==> config.mk <==
export PLATFORM = sky130hd
export DESIGN_NAME = regfile_sb
export DESIGN_NICKNAME = d
export VERILOG_FILES = /design/src/rtl/regfile_sb.sv
export SDC_FILE = /design/constraint.sdc
export NUM_CORES = 2
export LEC_CHECK = 0
export CORE_UTILIZATION = 55
export CTS_CLUSTER_DIAMETER = 40
export DETAILED_ROUTE_END_ITERATION = 7
export GPL_TIMING_DRIVEN = 0
export PLACE_DENSITY = 0.74
export SETUP_SLACK_MARGIN = 0.5
export SLEW_MARGIN = 20
export SYNTH_ARGS = -nofsm -noshare
export SYNTH_HDL_FRONTEND = slang
export SYNTH_SLANG_ARGS = --single-unit
==> constraint.sdc <==
create_clock -name clk -period 3.1 [get_ports clk]
set_input_delay 0.465 -clock clk [delete_from_list [all_inputs] [get_ports clk]]
set_output_delay 0.465 -clock clk [all_outputs]
set_load 0.1 [all_outputs]
==> src/rtl/regfile_sb.sv <==
// regfile_sb: three-port register file with a pending-write scoreboard.
// Two combinational read ports feed the ALU operands, one synchronous write
// port retires results. Registers with an outstanding multi-cycle producer
// are marked pending. Stall is raised when an operand or a new destination
// is still awaiting its write.
module regfile_sb #(
  parameter int WIDTH = 32,
  parameter int AW    = 5
) (
  input  logic                 clk,
  input  logic                 reset,
  input  logic [AW-1:0]        A1,
  input  logic [AW-1:0]        A2,
  output logic [WIDTH-1:0]     RD1,
  output logic [WIDTH-1:0]     RD2,
  input  logic                 WE3,
  input  logic [AW-1:0]        A3,
  input  logic [WIDTH-1:0]     WD3,
  input  logic                 Issue,
  input  logic [AW-1:0]        IssueDst,
  output logic                 Stall,
  output logic [(2**AW)-1:0]   Pending
);

  localparam int NREG = 2**AW;

  logic [WIDTH-1:0] regs_q [NREG];
  logic [NREG-1:0]  pending_q;
  logic [NREG-1:0]  pending_d;

  logic wr_en;
  logic hit_a1;
  logic hit_a2;
  logic hit_dst;
  logic set_en;

  // A write to register 0 never lands anywhere.
  assign wr_en = WE3 && (A3 != '0);

  // Combinational reads: register 0 reads as zero, a same-cycle write bypasses the array.
  always_comb begin
    RD1 = '0;
    if (A1 != '0) begin
      if (WE3 && (A3 == A1)) RD1 = WD3;
      else                   RD1 = regs_q[A1];
    end
    RD2 = '0;
    if (A2 != '0) begin
      if (WE3 && (A3 == A2)) RD2 = WD3;
      else                   RD2 = regs_q[A2];
    end
  end

  // Hazard detection: a pending register is fine if its write is arriving this cycle.
  always_comb begin
    hit_a1  = (A1 != '0) && pending_q[A1] && !(WE3 && (A3 == A1));
    hit_a2  = (A2 != '0) && pending_q[A2] && !(WE3 && (A3 == A2));
    hit_dst = Issue && (IssueDst != '0) && pending_q[IssueDst] &&
              !(WE3 && (A3 == IssueDst));
    Stall   = hit_a1 || hit_a2 || hit_dst;
  end

  // An issue only claims its destination when nothing is stalling it.
  assign set_en = Issue && !Stall && (IssueDst != '0);

  // Scoreboard next state: clear on retire first, then set so a new producer wins.
  always_comb begin
    pending_d = pending_q;
    if (wr_en)  pending_d[A3]       = 1'b0;
    if (set_en) pending_d[IssueDst] = 1'b1;
    pending_d[0] = 1'b0;
  end

  // Scoreboard state, cleared by reset ahead of any issue or retire.
  always_ff @(posedge clk) begin
    if (reset) pending_q <= '0;
    else       pending_q <= pending_d;
  end

  // Register array; reset clears every entry and overrides a concurrent write.
  always_ff @(posedge clk) begin
    if (reset) begin
      for (int i = 0; i < NREG; i++) regs_q[i] <= '0;
    end else if (wr_en) begin
      regs_q[A3] <= WD3;
    end
  end

  assign Pending = pending_q;

endmodule

Yosys cells after proc, flatten, opt, wreduce, memory -nomap -nowiden:

Memories as Yosys holds them, arrays and structs flattened.
Index checks and enable logic that the tools add are counted.

* magnitude comparators: 6
* equality and inequality tests: 3
* multiplexer cells: 24
* bitwise operators: 3
* reduce and logical (&&, ||, !) cells: 26

Operator list (count)
* 32-bit 2-to-1 mux: 7
* 32-bit AND: 1
* 32-bit inverter: 1
* 32-bit bitwise OR: 1
* 32-bit OR reduction: 1
* 5-bit by 6-bit < comparator with 1-bit output (second input constant): 4
* 5-bit nonzero test: 4
* 1-bit binary-select mux with 5-bit select: 3
* 5-bit == test: 3
* 1-bit logical AND: 15
* 1-bit 2-to-1 mux: 11
* 1-bit demux with 5-bit select: 2
* 5-bit by 1-bit >= comparator with 1-bit output (second input constant): 2
* 5-bit 2-to-1 mux: 1
* 1-bit zero test: 4
* 1-bit logical OR: 2

* flip-flop bits (word level): 32
* bits in writable memories: 1024
* bits of input ports: 56
* word-level logic and storage cells: 65
* memories kept: 1

Memories
* regs_q: depth 32, width 32, rd ports 2, clocked after Yosys merged registers in 0, write ports 32, line 27 `logic [WIDTH-1:0] regs_q [NREG];`

Longest topological paths before layout:

* depth in word-level cells: 10
* gate-level depth with buffers: 11
* mapped depth without buffers: 6

Worst setup path before layout:

OpenSTA, ideal clock, no wires.

* path kind: input -> output
* start point: in A2[1]
* end point: out RD2[12]
* arrival: 4.133 ns
* data required time: 2.635 ns
* path slack: -1.498 ns
* stages: 8
* buffers on the path: 4
* path through: buf_2 > buf_4 > buf_2 > buf_1 > mux4_2 > mux4_2 > mux2i_1 > a211oi_1

* cells in the longest elaborated chain, start to end: 4
* elaborated cells between the ends (all ways): 6
* classes of those cells: eq/ne (1); mux (2); reduce/logical (2); memory (1)

RTL lines
* start: declaration: line 13 `input logic [AW-1:0] A2,`
* parallel branches: the longest is 3 deep, another holds memory 32 x 32 bit
* 32-bit 2-to-1 mux (*): line 48 `if (A2 != '0) begin`
* end: declaration: line 15 `output logic [WIDTH-1:0] RD2,`

Every way passes the cells marked *.

Final worst setup path:

* start point: in A2[0]
* end point: out RD2[29]

The elaborated chain is that of the path after synthesis.

==> out/metrics.cfg <==
[worst_setup_path]
rr_worst_depth = 9
reg2reg_slack_ns = 0.68
r2r_start = Pending[23]$_SDFF_PP0_
r2r-end = Pending[10]$_SDFF_PP0_
critPathKind = primary input to primary output
critPathArrivalTime_ns = 2.90
critPathLaunchType = primary input
crit_fanout = 9
endpoint_kind = primary output
cp.required_ns = 2.63
startpoint = A2[0]

[timing]
finalHoldViolCount = 0
drv_slew = 0
clock.fmax_mhz = 297
tns_ns = -7.73
post-route-min-period_ns = 3.37
finClkSkew_ns = 0.0102
setup_violations = 58
period_share_pct = 109
rsz0062_at_grt = yes
slew_headroom_pct = 26.7
worst_pin_slew_ns = 1.10
fin_ws_ns = -0.268

[min_path]
min_to = Pending[7]$_SDFF_PP0_
hp-class = primary input to flop
hold_start = IssueDst[3]
whs_path_depth = 4

[placed_design]
preCtsSetupSlack_ns = -2.49
post-place-cells = 5325
gp_congestion = 0.962
hpwl_mm = 152
port_buffers = 136

[cells_and_area]
instances_no_fill = 5720
area_growth_syn_to_layout_pct = 26.7
nFillCells = 6303
drive_gt1_share_pct = 36.4
multi_input_area_um2 = 26400
seqCellArea_um2 = 31400
layout.nets = 4262

[routing]
vias_per_cell = 7.56
dr.pass1.iters = 8
drt-initial-drc-count = 8811
wirelength_mm = 243
route.detailed.drc = 21
wl_per_cell_um = 42.5
postRouteAntennaNets = 0
vias = 43222

[outcome]
outcome = finished, violations left
violations = design-rule violations, negative setup slack

[logic_synthesis]
async_reset_ff_share_pct = 0
ys_seq_elements = 1055
ys_types = 48
synth_top_area_share_pct = 53.6
synth_edf_count = 1024
syn_area_um2 = 57400
yosysWarnings = 0
synth_area_leaders = edfxtp_1 (54%), mux4_2 (24%), and2_1 (11%)
synth.avg_cell_area_um2 = 15.3
ys_seq_area_share_pct = 54.7
syn_inst = 3752
yosys.area.top_type = edfxtp_1
ys.flop_type = edfxtp_1

[floorplan]
die_y_um = 325
io_pins = 153
die_x_um = 325
coreArea_um2 = 103000
start_util_pct = 55.4
rows = 118
die_area_um2 = 106000

[grt]
grt_pass1_vias = 42352
grt_max_degree = 33
overflow = 0
antenna_found_initial = 17
track_usage_pct = 45.7
grt_first_pass_wirelength_mm = 326

[clock_tree]
clk_latency_ns = 0.77
cts-root-buf = clkbuf_16
clockBufferDepth = 3
clk_pin_slew_ns = 0.05
cts.sinks = 1055
cts_tree = yes
cts_max_level = 4
cts_inserted_buffers = 151

[pwr]
power.total_w = 0.0422
peakVddDrop_uv = 629
leakage_nw = 25.5
powerDensity_nw_per_um2 = 581

[job]
drv_cap = 0

## area by class of cell
cell class	instances	share of cell area [%]
plain buffers	403	5.35
multi-input cells	2295	36.3
repair buffers	269	5.72
clock buffers	171	5.48
flip-flops and latches	1055	43.2
inverters	31	0.234
diodes	11	0.0379
clock inverters	105	1.33
well taps	1380	2.38
## placed cells by master (no fill, tap or decap), drive strengths merged, types with 33 or more instances in the layout
cell	count
edfxtp	1024
and2	1001
mux4	601
clkbuf	440
buf	329
mux2i	128
nor2	95
o21ai	82
clkinv	61
nand2	59
a21oi	49
inv	47
nand3	41
a211oi	40
clkdlybuf4s50	35
conb	33
a221oi	33
## synthesized netlist by cell type, drive strengths merged (8+ instances only)
master / instances
edfxtp: 1024
and2: 1001
mux4: 601
clkbuf: 271
buf: 132
mux2i: 128
nor2: 95
o21ai: 82
nand2: 59
a21oi: 49
nand3: 41
a211oi: 40
a221oi: 33
dfxtp: 31
inv: 31
a22oi: 18
nand2b: 17
o22ai: 15
o211ai: 9
xnor2: 9
nor2b: 8
## sequential cells by signal, indices dropped and copies added (netlist names)
| register | flops |
|---|---|
| Pending | 31 |
| regs_q | 1024 |
## per-stage QoR
step	area [um2]	utilization [%]	hold slack, ns
finish	72700	70.2	0.217
global placement	62100	60.0	0.471
detailed placement	62900	60.7	0.472
CTS	71700	69.3	0.174
global route	72700	70.2	0.241
floorplan	59100	-	0.663
## critical path, cell delays in order
cell and delay, ns:
buf_12 0.08, buf_16 0.18, buf_16 0.20, buf_16 0.19, mux4_2 0.57, mux4_2 0.59
mux2i_4 0.28, a211oi_4 0.12, buf_12 0.18
## metal layers
metal  wire length (um)  GRT usage (%)  up-vias  share of wire [%]
li1                   -              -    15442                  -
met1              74700           56.0    21292                 31
met2             101000           62.8     5114                 41
met3              45600           22.5     1362                 19
met4              22100           32.2       12                9.1
met5                243          0.906        -               0.10
## how the worst max path moves through the flow
stage / to / slack [ns] / depth (start not counted)
detailed placement: RD1[9] / -2.49 / 8
floorplan: RD2[11] / -0.11 / 7
finish: RD2[29] / -0.27 / 9
global route: RD2[29] / -0.23 / 5
global placement: RD2[13] / -2.69 / 6
CTS: RD2[21] / -0.18 / 5
## power by group
group / internal (W) / switching, W
clock: 0.0102 / 0.00704
sequential: 0.0164 / 0.000436
combinational: 0.00333 / 0.00480
## repair_timing
item                                    4_1_cts  5_1_grt
buffers inserted                             63       23
endpoints found under the setup margin      823      397
cloned                                       13        9
pin swaps                                    63       42
resized for setup                          1198      173
hold buffers                                  0        0
## kinds of logic after synthesis
| family | share of synthesized area, % |
|---|---|
| other | 0.00654 |
| and+or+nand+nor | 12.9 |
| DFF | 54.7 |
| AOI/OAI and AO/OA | 2.93 |
| muxes | 25.9 |
| buffers and inverters | 3.32 |
| xor gates and xnor gates | 0.229 |
Note: power is estimated with default switching activity, not from simulation.
